$ cat config.mk
export PLATFORM = sky130hd
export DESIGN_NAME = mem_arbiter
export DESIGN_NICKNAME = d
export VERILOG_FILES = /design/src/rtl/mem_arb_pkg.sv /design/src/rtl/mem_arb_prio.sv /design/src/rtl/mem_arbiter.sv
export SDC_FILE = /design/constraint.sdc
export NUM_CORES = 1
export LEC_CHECK = 0
export ABC_CLOCK_PERIOD_IN_PS = 2029
export CAP_MARGIN = 0
export CELL_PAD_IN_SITES_DETAIL_PLACEMENT = 0
export CELL_PAD_IN_SITES_GLOBAL_PLACEMENT = 1
export CORE_UTILIZATION = 30
export CTS_BUF_LIST = sky130_fd_sc_hd__clkbuf_8
export DETAILED_ROUTE_END_ITERATION = 7
export GPL_TIMING_DRIVEN = 0
export PLACE_DENSITY_LB_ADDON = 0.1
export SLEW_MARGIN = 10
export SYNTH_ARGS = -nofsm -noshare
export SYNTH_HDL_FRONTEND = slang
export SYNTH_SLANG_ARGS = --single-unit
$ cat constraint.sdc
create_clock -name clk -period 2.03 [get_ports clk]
set_clock_uncertainty 0.2 [all_clocks]
set_input_delay 0.3045 -clock clk [delete_from_list [all_inputs] [get_ports clk]]
set_output_delay 0.3045 -clock clk [all_outputs]
set_load 0.02 [all_outputs]
$ cat src/rtl/mem_arb_pkg.sv
// Shared types and constants for the fetch/data memory arbiter.
// Imported by mem_arbiter and mem_arb_prio.
package mem_arb_pkg;

  // Beat sequencer state encoding
  typedef logic [1:0] arb_state_t;
  localparam arb_state_t ST_IDLE  = 2'd0;
  localparam arb_state_t ST_BEAT0 = 2'd1;
  localparam arb_state_t ST_BEAT1 = 2'd2;

  typedef enum logic {
    REQ_FETCH = 1'b0,
    REQ_DATA  = 1'b1
  } req_id_t;

  localparam int unsigned NARROW_BEATS = 1;
  localparam int unsigned WIDE_BEATS   = 2;

  // Number of memory beats an access occupies
  function automatic int unsigned num_beats(input logic wide);
    return wide ? WIDE_BEATS : NARROW_BEATS;
  endfunction

endpackage

$ cat src/rtl/mem_arb_prio.sv
// Fetch/data priority decision, with optional fetch starvation guard.
// Guard built only when MEM_ARB_STARVE_GUARD_EN is defined.
module mem_arb_prio
  import mem_arb_pkg::*;
#(
  parameter int unsigned STARVE_MAX = 4
) (
`ifdef MEM_ARB_STARVE_GUARD_EN
  input  logic    clk,
  input  logic    rst,
`endif
  input  logic    arb_en,
  input  logic    if_req,
  input  logic    d_req,
  output logic    grant_c,
  output req_id_t win_c
);

`ifdef MEM_ARB_STARVE_GUARD_EN
  localparam int unsigned CNT_W = (STARVE_MAX < 1) ? 1 : $clog2(STARVE_MAX + 1);

  logic [CNT_W-1:0] cnt_q;
  logic             force_fetch_c;

  assign force_fetch_c = if_req && (cnt_q == CNT_W'(STARVE_MAX));

  always_comb begin
    grant_c = arb_en && (if_req || d_req);
    win_c   = (d_req && !force_fetch_c) ? REQ_DATA : REQ_FETCH;
  end

  // Counts data grants taken while fetch is waiting
  always_ff @(posedge clk) begin
    if (!rst) begin
      cnt_q <= '0;
    end else if (!if_req) begin
      cnt_q <= '0;
    end else if (grant_c) begin
      if (win_c == REQ_FETCH) cnt_q <= '0;
      else                    cnt_q <= cnt_q + CNT_W'(1);
    end
  end
`else
  always_comb begin
    grant_c = arb_en && (if_req || d_req);
    win_c   = d_req ? REQ_DATA : REQ_FETCH;
  end

  // STARVE_MAX is kept for a uniform parameter list; strict data priority here
  if (STARVE_MAX == 0) begin : g_starve_max_unused
  end
`endif

endmodule

$ cat src/rtl/mem_arbiter.sv
// Single-port memory arbiter between instruction fetch and a 1/2-word data port.
// Optional fetch starvation guard: define MEM_ARB_STARVE_GUARD_EN.
module mem_arbiter
  import mem_arb_pkg::*;
#(
  parameter int unsigned ADDR_W     = 20,
  parameter int unsigned DATA_W     = 16,
  parameter int unsigned STARVE_MAX = 4
) (
  input  logic                clk,
  input  logic                rst,
  // fetch side
  input  logic                if_req,
  input  logic [ADDR_W-1:0]   if_addr,
  output logic                if_gnt,
  output logic                if_rvalid,
  output logic [DATA_W-1:0]   if_rdata,
  // data side
  input  logic                d_req,
  input  logic                d_we,
  input  logic                d_wide,
  input  logic [ADDR_W-1:0]   d_addr,
  input  logic [2*DATA_W-1:0] d_wdata,
  output logic                d_gnt,
  output logic                d_done,
  output logic [2*DATA_W-1:0] d_rdata,
  // memory side
  output logic                mem_rd,
  output logic                mem_wr,
  output logic [ADDR_W-1:0]   mem_raddr,
  output logic [ADDR_W-1:0]   mem_waddr,
  output logic [DATA_W-1:0]   mem_wdata,
  input  logic [DATA_W-1:0]   mem_rdata
);

  arb_state_t          state_q, state_d;
  req_id_t             win_q, win_d;
  logic [ADDR_W-1:0]   addr_q, addr_d;
  logic                we_q, we_d;
  logic                wide_q, wide_d;
  logic [DATA_W-1:0]   wdata_lo_q, wdata_lo_d;
  logic [DATA_W-1:0]   hi_q, hi_d;

  logic                if_gnt_d, d_gnt_d, if_rvalid_d, d_done_d;
  logic [DATA_W-1:0]   if_rdata_d;
  logic [2*DATA_W-1:0] d_rdata_d;
  logic                mem_rd_d, mem_wr_d;
  logic [ADDR_W-1:0]   mem_raddr_d, mem_waddr_d;
  logic [DATA_W-1:0]   mem_wdata_d;

  logic                arb_grant_c;
  req_id_t             arb_win_c;
  logic [ADDR_W-1:0]   next_addr_c;

  mem_arb_prio #(
    .STARVE_MAX (STARVE_MAX)
  ) u_prio (
`ifdef MEM_ARB_STARVE_GUARD_EN
    .clk     (clk),
    .rst     (rst),
`endif
    .arb_en  (state_q == ST_IDLE),
    .if_req  (if_req),
    .d_req   (d_req),
    .grant_c (arb_grant_c),
    .win_c   (arb_win_c)
  );

  assign next_addr_c = addr_q + ADDR_W'(1);

  // Next-state and next-output logic for the beat sequencer
  always_comb begin
    state_d     = state_q;
    win_d       = win_q;
    addr_d      = addr_q;
    we_d        = we_q;
    wide_d      = wide_q;
    wdata_lo_d  = wdata_lo_q;
    hi_d        = hi_q;
    if_gnt_d    = 1'b0;
    d_gnt_d     = 1'b0;
    if_rvalid_d = 1'b0;
    d_done_d    = 1'b0;
    if_rdata_d  = if_rdata;
    d_rdata_d   = d_rdata;
    mem_rd_d    = 1'b0;
    mem_wr_d    = 1'b0;
    mem_raddr_d = mem_raddr;
    mem_waddr_d = mem_waddr;
    mem_wdata_d = mem_wdata;

    case (state_q)
      ST_IDLE: begin
        if (arb_grant_c) begin
          state_d = ST_BEAT0;
          win_d   = arb_win_c;
          if (arb_win_c == REQ_FETCH) begin
            addr_d      = if_addr;
            we_d        = 1'b0;
            wide_d      = 1'b0;
            if_gnt_d    = 1'b1;
            mem_rd_d    = 1'b1;
            mem_raddr_d = if_addr;
          end else begin
            addr_d     = d_addr;
            we_d       = d_we;
            wide_d     = d_wide;
            wdata_lo_d = d_wdata[DATA_W-1:0];
            d_gnt_d    = 1'b1;
            if (d_we) begin
              mem_wr_d    = 1'b1;
              mem_waddr_d = d_addr;
              // wide writes send the upper word first
              mem_wdata_d = d_wide ? d_wdata[2*DATA_W-1:DATA_W] : d_wdata[DATA_W-1:0];
            end else begin
              mem_rd_d    = 1'b1;
              mem_raddr_d = d_addr;
            end
          end
        end
      end

      ST_BEAT0: begin
        if (num_beats(wide_q) > NARROW_BEATS) begin
          state_d = ST_BEAT1;
          hi_d    = mem_rdata;
          if (we_q) begin
            mem_wr_d    = 1'b1;
            mem_waddr_d = next_addr_c;
            mem_wdata_d = wdata_lo_q;
          end else begin
            mem_rd_d    = 1'b1;
            mem_raddr_d = next_addr_c;
          end
        end else begin
          state_d = ST_IDLE;
          if (win_q == REQ_FETCH) begin
            if_rvalid_d = 1'b1;
            if_rdata_d  = mem_rdata;
          end else begin
            d_done_d = 1'b1;
            if (!we_q) d_rdata_d = (2*DATA_W)'(mem_rdata);
          end
        end
      end

      ST_BEAT1: begin
        state_d  = ST_IDLE;
        d_done_d = 1'b1;
        if (!we_q) d_rdata_d = {hi_q, mem_rdata};
      end

      default: state_d = ST_IDLE;
    endcase
  end

  // State and registered outputs; reset also aborts any access in flight
  always_ff @(posedge clk) begin
    if (!rst) begin
      state_q    <= ST_IDLE;
      win_q      <= REQ_FETCH;
      addr_q     <= '0;
      we_q       <= 1'b0;
      wide_q     <= 1'b0;
      wdata_lo_q <= '0;
      hi_q       <= '0;
      if_gnt     <= 1'b0;
      d_gnt      <= 1'b0;
      if_rvalid  <= 1'b0;
      d_done     <= 1'b0;
      if_rdata   <= '0;
      d_rdata    <= '0;
      mem_rd     <= 1'b0;
      mem_wr     <= 1'b0;
      mem_raddr  <= '0;
      mem_waddr  <= '0;
      mem_wdata  <= '0;
    end else begin
      state_q    <= state_d;
      win_q      <= win_d;
      addr_q     <= addr_d;
      we_q       <= we_d;
      wide_q     <= wide_d;
      wdata_lo_q <= wdata_lo_d;
      hi_q       <= hi_d;
      if_gnt     <= if_gnt_d;
      d_gnt      <= d_gnt_d;
      if_rvalid  <= if_rvalid_d;
      d_done     <= d_done_d;
      if_rdata   <= if_rdata_d;
      d_rdata    <= d_rdata_d;
      mem_rd     <= mem_rd_d;
      mem_wr     <= mem_wr_d;
      mem_raddr  <= mem_raddr_d;
      mem_waddr  <= mem_waddr_d;
      mem_wdata  <= mem_wdata_d;
    end
  end

endmodule

==> results_dict.tcl, run 1 <==
set metrics [dict create \
    layout-area-overhead-vs-synth_pct 47.63 \
    timing.critical_path.arrival_ps 2250 \
    floorplan.initialDensity_pct 30.85 \
    antenna_cells_inserted 0 \
    ant_nets 0 \
    number_of_antenna_violations_at_the_first_check_in_global_routing 0 \
    synth_cells 874 \
    power.density_cell_area_nw_per_um2 786.8 \
    seq_area_frac_synth_pct 47.43 \
    final-setup-viol-count 2 \
    drtIter0Drc 241 \
    static-leakage-power_nw 3.835 \
    overflow 0 \
    rd_place_congestion 0.8146 \
    grt_pass1_wl_um 38670 \
    post-route-drc-count 0 \
    final_common_cell "sky130_fd_sc_hd__nand2_1" \
    cp_data_required_time_ps 2250 \
    shortest_clock_period_the_worst_path_allows_after_layout_ps 2036 \
    worst_path_cell_trace "ha_4 -> nand4_1 -> or3_4 -> or3_4 -> a21oi_4 -> o221a_1" \
    slew_headroom_pct 50.00 \
    final_area_um2 10410 \
    final_cycle_utilization_of_the_critical_path_pct 100.3 \
    cts_root_buffer_type "sky130_fd_sc_hd__clkbuf_8" \
    placement_rows 55 \
    ff2ff_setup_slack_ps -6 \
    drt-vias-per-instance 4.906 \
    cts_max_level 4 \
    fin_nets 1205 \
    synth.yosys.warnings 0 \
    detail_route.wl_per_cell_um 17.84 \
    irDropWorstVdd_mv 0.3599 \
    cts_hold_buffers 0 \
    rr_startpoint "addr_q[0]$_SDFFE_PN0P_" \
    violations_in_the_final_reports "setup timing" \
    synth_fp_nets 972 \
    tritonroute_pass_1_iters 5 \
    total_grt_usage_pct 21.15 \
    synth_cell_type_count 43 \
    startpoint "addr_q[0]$_SDFFE_PN0P_" \
    crit_path_max_incr_delay_ps 430 \
    hold_path_class "input pin to flop" \
    fin_setup_tns_ps -6.583 \
    mostFrequentLayoutCells "sky130_fd_sc_hd__nand2_1 (232), sky130_fd_sc_hd__clkdlybuf4s50_1 (196), sky130_fd_sc_hd__dfxtp_1 (158), sky130_fd_sc_hd__a21oi_1 (116), sky130_fd_sc_hd__mux2i_1 (42)" \
    worst_path_most_repeated_cell "sky130_fd_sc_hd__or3_4" \
    die-height_um 155.3 \
    run_status "finished, violations left" \
    worst_r2r_path_depth 6 \
    die_w_um 155.3 \
    area_of_the_mapped_netlist_um2 7048 \
    fp.coreArea_um2 22850 \
    port_buffers 200 \
    final.setup.worst_slack_ps -5.995 \
    fmax_ghz 0.4912 \
    worstSetupEndpointType "flop" \
    insertion_delay_ps 470 \
    clk_pin_slew_worst_paths_ps 100 \
    syn_avg_cell_area_um2 8.064 \
    cts_made_buffers 17 \
    worstHoldStart "d_wdata[14]" \
    maximum_number_of_pins_on_one_net_before_global_route_repair 18 \
    critical_path.startpoint_type "flop" \
    cts_tree "yes" \
    clock_path_buffers 2 \
    post_synthesis_async_set_or_reset_flop_share_pct 0 \
    first_global_vias 6690 \
    via_count 7031 \
    synth_ff_type "sky130_fd_sc_hd__dfxtp_1" \
    critPathTopFamily "simple AND/OR/NAND/NOR gates" \
    fill_cells 2392 \
    layout-drive-gt1-share_pct 12.23 \
    total_i_o_pin_count 204 \
    criticalPathCategory "flop to flop" \
    route.final.wire_length_um 25570 \
    rsz0062_at_grt "true" \
    multiInputGateArea_um2 3618 \
    tightest_slew_ps 750.0 \
    path_buf_inv 0 \
    worstReg2RegEnd "mem_raddr[16]$_SDFFE_PN0P_" \
    cp-endpoint "mem_raddr[16]$_SDFFE_PN0P_" \
    worst_path_max_delay_cell "sky130_fd_sc_hd__or3_4" \
    final_hold_viol_count 0 \
    slew_viol_final 0 \
    maxCapViolations 0 \
    crit_fanout 2 \
    synth-seq-cells 167 \
    floorplan.die_area_um2 24110 \
    cts.sinks 167 \
    post_dp_cell_area_um2 9448 \
    dp.final_hpwl_um 18660 \
    synth_edf_count 0 \
    cp.depth 6 \
    final-seq-area_um2 3359 \
]
==> cell type report <==
class / instances / area share [%]
clock buffer: 19 / 2.513
sequential: 167 / 32.29
buffer: 63 / 3.932
multi-input combinational: 630 / 34.78
tap: 313 / 3.764
clock inverter: 13 / 1.515
timing repair buffer: 220 / 20.90
inverter: 8 / 0.3126
==> layer usage <==
metal	up-vias	global-route usage, %	wire [um]
li1	3492	-	-
met1	3312	29.01	12220
met2	197	32.78	11390
met5	-	0	0
met4	0	6.116	430
met3	30	5.237	1525
==> logic make-up (layout without fill, tap and decap cells) <==
group | after synthesis | count (layout) | share of synthesized area, %
buffers and inverters | 77 | 323 | 4.261
muxes | 43 | 43 | 6.125
AOI/OAI and AO/OA | 231 | 231 | 19.81
xor gates and xnor gates | 9 | 9 | 1.118
DFF | 167 | 167 | 47.43
and+or+nand+nor | 343 | 343 | 20.54
adders and majority gates | 4 | 4 | 0.7101
==> report_power, final <==
group          total [W]  switching (W)  internal (W)
Clock            0.00259        0.00138       0.00120
Sequential       0.00368       0.000172       0.00351
Combinational    0.00192        0.00105      0.000872
==> synthesized netlist by cell type, types with 6 or more instances <==
| cell | n | area (um2) |
|---|---|---|
| sky130_fd_sc_hd__buf_1 | 8 | 30.03 |
| sky130_fd_sc_hd__nor2_1 | 42 | 157.7 |
| sky130_fd_sc_hd__a32o_1 | 12 | 120.1 |
| sky130_fd_sc_hd__o21ai_0 | 35 | 175.2 |
| sky130_fd_sc_hd__o211ai_1 | 9 | 67.56 |
| sky130_fd_sc_hd__nand2_1 | 234 | 878.3 |
| sky130_fd_sc_hd__a21oi_1 | 118 | 590.6 |
| sky130_fd_sc_hd__nor3_1 | 6 | 30.03 |
| sky130_fd_sc_hd__mux2i_1 | 42 | 420.4 |
| sky130_fd_sc_hd__a211oi_1 | 28 | 210.2 |
| sky130_fd_sc_hd__clkbuf_1 | 52 | 195.2 |
| sky130_fd_sc_hd__dfxtp_1 | 167 | 3343 |
| sky130_fd_sc_hd__xnor2_1 | 7 | 61.31 |
| sky130_fd_sc_hd__inv_1 | 8 | 30.03 |
| sky130_fd_sc_hd__buf_2 | 9 | 45.04 |
| sky130_fd_sc_hd__nand3_1 | 33 | 165.2 |
==> worst register-to-register path, stage by stage (launching register included) <==
cell and delay (ps):
sky130_fd_sc_hd__dfxtp_4 370, sky130_fd_sc_hd__ha_4 130, sky130_fd_sc_hd__nand4_1 170, sky130_fd_sc_hd__or3_4 430
sky130_fd_sc_hd__or3_4 350, sky130_fd_sc_hd__a21oi_4 160, sky130_fd_sc_hd__o221a_1 190
==> sequential cells by signal, summed over array words and instances, names as in the netlist <==
register	cells
d_gnt	1
wdata_lo_q	16
if_rvalid	1
d_done	1
if_rdata	16
hi_q	16
wide_q	1
mem_raddr	20
mem_wr	1
win_q	1
mem_wdata	16
addr_q	20
we_q	1
mem_waddr	20
if_gnt	1
state_q	2
mem_rd	1
d_rdata	32
==> worst min-delay path by stage <==
stage | slack [ps] | cells past startpoint | to
final | 200 | 3 | wdata_lo_q[14]$_SDFFE_PN0P_
after global routing | 200 | 3 | wdata_lo_q[11]$_SDFFE_PN0P_
after CTS | 170 | 3 | wdata_lo_q[14]$_SDFFE_PN0P_
after detailed placement | 250 | 2 | d_rdata[23]$_SDFFE_PN0P_
after global placement | 240 | 2 | d_rdata[27]$_SDFFE_PN0P_
after floorplan | 240 | 2 | hi_q[0]$_SDFFE_PN0N_
==> metrics by stage <==
step | utilization [%] | instances | power, W | setup WS [ps] | hold WS (ps)
2_1_floorplan | - | 874 | 0.004616 | 6.738 | 236.6
5_1_grt | 45.54 | 1433 | 0.008565 | -59.18 | 201.2
4_1_cts | 44.34 | 1423 | 0.008163 | -5.862 | 167.1
6_report | 45.54 | 1433 | 0.008187 | -5.995 | 198.5
3_5_place_dp | 41.35 | 1387 | 0.005480 | -829.7 | 245.2
3_3_place_gp | 41.35 | 1387 | 0.005478 | -844.4 | 238.2
==> timing repair <==
action,in CTS,in global routing
resized for setup,78,67
pin swaps,11,8
gates cloned,0,1
setup buffers,10,9
endpoints found under the setup margin,150,147
(Power assumes the default switching activity.)
==> run 2: changes to the inputs <==
--- a/config.mk
+++ b/config.mk
@@ -13,7 +13,7 @@
 export CTS_BUF_LIST = sky130_fd_sc_hd__clkbuf_8
 export DETAILED_ROUTE_END_ITERATION = 7
 export GPL_TIMING_DRIVEN = 0
-export PLACE_DENSITY_LB_ADDON = 0.1
+export PLACE_DENSITY = 0.77
 export SLEW_MARGIN = 10
 export SYNTH_ARGS = -nofsm -noshare
 export SYNTH_HDL_FRONTEND = slang
==> results_dict.tcl, run 2 (same netlist as run 1, synthesis figures left out) <==
set metrics [dict create \
    mostFrequentLayoutCells "sky130_fd_sc_hd__nand2_1 (231), sky130_fd_sc_hd__clkdlybuf4s50_1 (195), sky130_fd_sc_hd__dfxtp_1 (159), sky130_fd_sc_hd__a21oi_1 (116), sky130_fd_sc_hd__mux2i_1 (41)" \
    first_global_vias 6705 \
    cts_tree "yes" \
    violations_in_the_final_reports "setup timing" \
    tritonroute_pass_1_iters 5 \
    maxCapViolations 0 \
    maximum_number_of_pins_on_one_net_before_global_route_repair 19 \
    rr_startpoint "addr_q[0]$_SDFFE_PN0P_" \
    worst_path_cell_trace "ha_4 -> nand4_1 -> or3_4 -> or3_1 -> a21oi_2 -> o221a_1" \
    critical_path.startpoint_type "flop" \
    floorplan.initialDensity_pct 30.85 \
    clock_path_buffers 2 \
    worst_r2r_path_depth 6 \
    crit_path_max_incr_delay_ps 440 \
    cts_max_level 4 \
    fp.coreArea_um2 22850 \
    overflow 0 \
    ant_nets 0 \
    worst_path_max_delay_cell "sky130_fd_sc_hd__or3_4" \
    slew_headroom_pct 52.77 \
    met1_length_um 11650 \
    slew_viol_final 0 \
    rd_place_congestion 0.8573 \
    grt_pass1_wl_um 38650 \
    final-setup-viol-count 2 \
    cts.sinks 167 \
    timing.hold.worst_path_depth 3 \
    critPathTopFamily "simple AND/OR/NAND/NOR gates" \
    worstSetupEndpointType "flop" \
    route.final.wire_length_um 25480 \
    startpoint "addr_q[0]$_SDFFE_PN0P_" \
    cp-endpoint "mem_raddr[16]$_SDFFE_PN0P_" \
    wl_met3_um 1492 \
    criticalPathCategory "flop to flop" \
    top_layer "met4" \
    post-route-drc-count 0 \
    final.setup.worst_slack_ps -53.65 \
    final_hold_viol_count 0 \
    largest_register_ffs 32 \
    irDropWorstVdd_mv 0.3490 \
    final_util_pct 45.26 \
    worstReg2RegEnd "mem_raddr[16]$_SDFFE_PN0P_" \
    static-leakage-power_nw 3.794 \
    drt-vias-per-instance 4.961 \
    port_buffers 200 \
    portion_of_total_power_attributed_to_combinational_logic_pct 24.1 \
    fmax_ghz 0.4799 \
    dp.final_hpwl_um 18300 \
    layout-area-overhead-vs-synth_pct 46.71 \
    final_common_cell "sky130_fd_sc_hd__nand2_1" \
    share_clk_of_total_power_pct 29.8 \
    crit_fanout 4 \
    power.density_cell_area_nw_per_um2 771.5 \
    rsz0062_at_grt "true" \
    run_status "finished, violations left" \
    drtIter0Drc 466 \
    total_i_o_pin_count 204 \
    cts_hold_buffers 0 \
    ff2ff_setup_slack_ps -50 \
    via_count 7104 \
    cp_data_required_time_ps 2250 \
    fin_nets 1204 \
    layout-drive-gt1-share_pct 11.97 \
    number_of_antenna_violations_at_the_first_check_in_global_routing 0 \
    top_register "d_rdata" \
    total_switching_power_w 0.002676 \
    clk_pin_slew_worst_paths_ps 100 \
    cts_made_buffers 17 \
    die_w_um 155.3 \
    cp.depth 6 \
    final_cycle_utilization_of_the_critical_path_pct 102.6 \
    final-seq-area_um2 3361 \
    fill_cells 2346 \
    path_buf_inv 0 \
    p_sw_share_pct 33.55 \
    met2WireLength_um 11900 \
    shortest_clock_period_the_worst_path_allows_after_layout_ps 2084 \
    multiInputGateArea_um2 3573 \
    total_grt_usage_pct 20.92 \
    antenna_cells_inserted 0 \
    insertion_delay_ps 460 \
    cts_root_buffer_type "sky130_fd_sc_hd__clkbuf_8" \
    final.hold.worst_slack_ps 196.6 \
    post-place-ws_ps -928.9 \
    placement_rows 55 \
    tightest_slew_ps 708.5 \
    internal_power_w 0.005301 \
    floorplan.die_area_um2 24110 \
    die-height_um 155.3 \
    power_frac_seq_pct 46.1 \
    detail_route.wl_per_cell_um 17.79 \
    timing.critical_path.arrival_ps 2300 \
    hold_path_class "input pin to flop" \
]
==> run 2: changes by cell type in the layout (fill, tap and decap cells not counted), sizes merged <==
cell | previous run | this run
buf | 46 | 42
bufinv | 2 | 0
clkbuf | 56 | 57
clkdlybuf4s50 | 196 | 195
clkinv | 2 | 5
clkinvlp | 0 | 3
dlymetal6s2s | 4 | 5
inv | 17 | 15
==> run 2: cell type report <==
cell class | count | share of cell area [%]
buffer | 65 | 4.090
sequential | 167 | 32.50
inverter | 8 | 0.3146
tap | 313 | 3.788
clock inverter | 15 | 1.549
multi-input combinational | 630 | 34.56
timing repair buffer | 217 | 20.93
clock buffer | 17 | 2.263
==> run 2: worst reg2reg max path: stages, from the launching register on <==
cell and delay (ps):
sky130_fd_sc_hd__dfxtp_4 370, sky130_fd_sc_hd__ha_4 150, sky130_fd_sc_hd__nand4_1 160, sky130_fd_sc_hd__or3_4 440, sky130_fd_sc_hd__or3_1 370, sky130_fd_sc_hd__a21oi_2 160
sky130_fd_sc_hd__o221a_1 190
==> run 2: timing repair <==
item	4_1_cts	5_1_grt
pin swaps	5	4
setup endpoints to repair	157	143
resized for setup	86	55
buffers inserted	8	7
gates cloned	1	1
==> run 2: worst min path at each step <==
stage | start | endpoint
after floorplan | hi_q[0]$_SDFFE_PN0N_ | hi_q[0]$_SDFFE_PN0N_
after global placement | d_rdata[20]$_SDFFE_PN0P_ | d_rdata[20]$_SDFFE_PN0P_
after detailed placement | d_rdata[17]$_SDFFE_PN0P_ | d_rdata[17]$_SDFFE_PN0P_
after CTS | d_wdata[14] | wdata_lo_q[14]$_SDFFE_PN0P_
after global routing | d_wdata[3] | wdata_lo_q[3]$_SDFFE_PN0P_
final | d_wdata[14] | wdata_lo_q[14]$_SDFFE_PN0P_
==> run 2: per-layer routing <==
| metal | global-route usage [%] | up-vias |
|---|---|---|
| met3 | 4.262 | 32 |
| met1 | 28.44 | 3366 |
| met2 | 33.50 | 222 |
| met5 | 0 | - |
| li1 | - | 3484 |
| met4 | 5.929 | 0 |
==> run 2: power groups by stage <==
stage          clock [W]  sequential (W)  combinational, W
2_1_floorplan          0         0.00390          0.000714
3_3_place_gp           0         0.00374           0.00172
4_1_cts          0.00243         0.00367           0.00185
3_5_place_dp           0         0.00375           0.00172
6_report         0.00238         0.00368           0.00192
5_1_grt          0.00259         0.00370           0.00206
==> run 2: per-stage QoR <==
stage | cell area, um2 | std cells | setup TNS (ps) | total power [W]
2_1_floorplan | 7054 | 874 | 0 | 0.004616
3_3_place_gp | 9448 | 1387 | -85990 | 0.005461
3_5_place_dp | 9448 | 1387 | -86400 | 0.005471
4_1_cts | 10130 | 1424 | -39.87 | 0.007951
5_1_grt | 10340 | 1432 | -694.0 | 0.008346
6_report | 10340 | 1432 | -103.9 | 0.007977
==> run 3: changes to the inputs <==
--- a/config.mk
+++ b/config.mk
@@ -11,6 +11,7 @@
 export CELL_PAD_IN_SITES_GLOBAL_PLACEMENT = 1
 export CORE_UTILIZATION = 30
 export CTS_BUF_LIST = sky130_fd_sc_hd__clkbuf_8
+export CTS_CLUSTER_DIAMETER = 100
 export DETAILED_ROUTE_END_ITERATION = 7
 export GPL_TIMING_DRIVEN = 0
 export PLACE_DENSITY = 0.77
==> results of run 3 <==
Same layout as run 2: the final DEF is identical, and so are final timing and power.
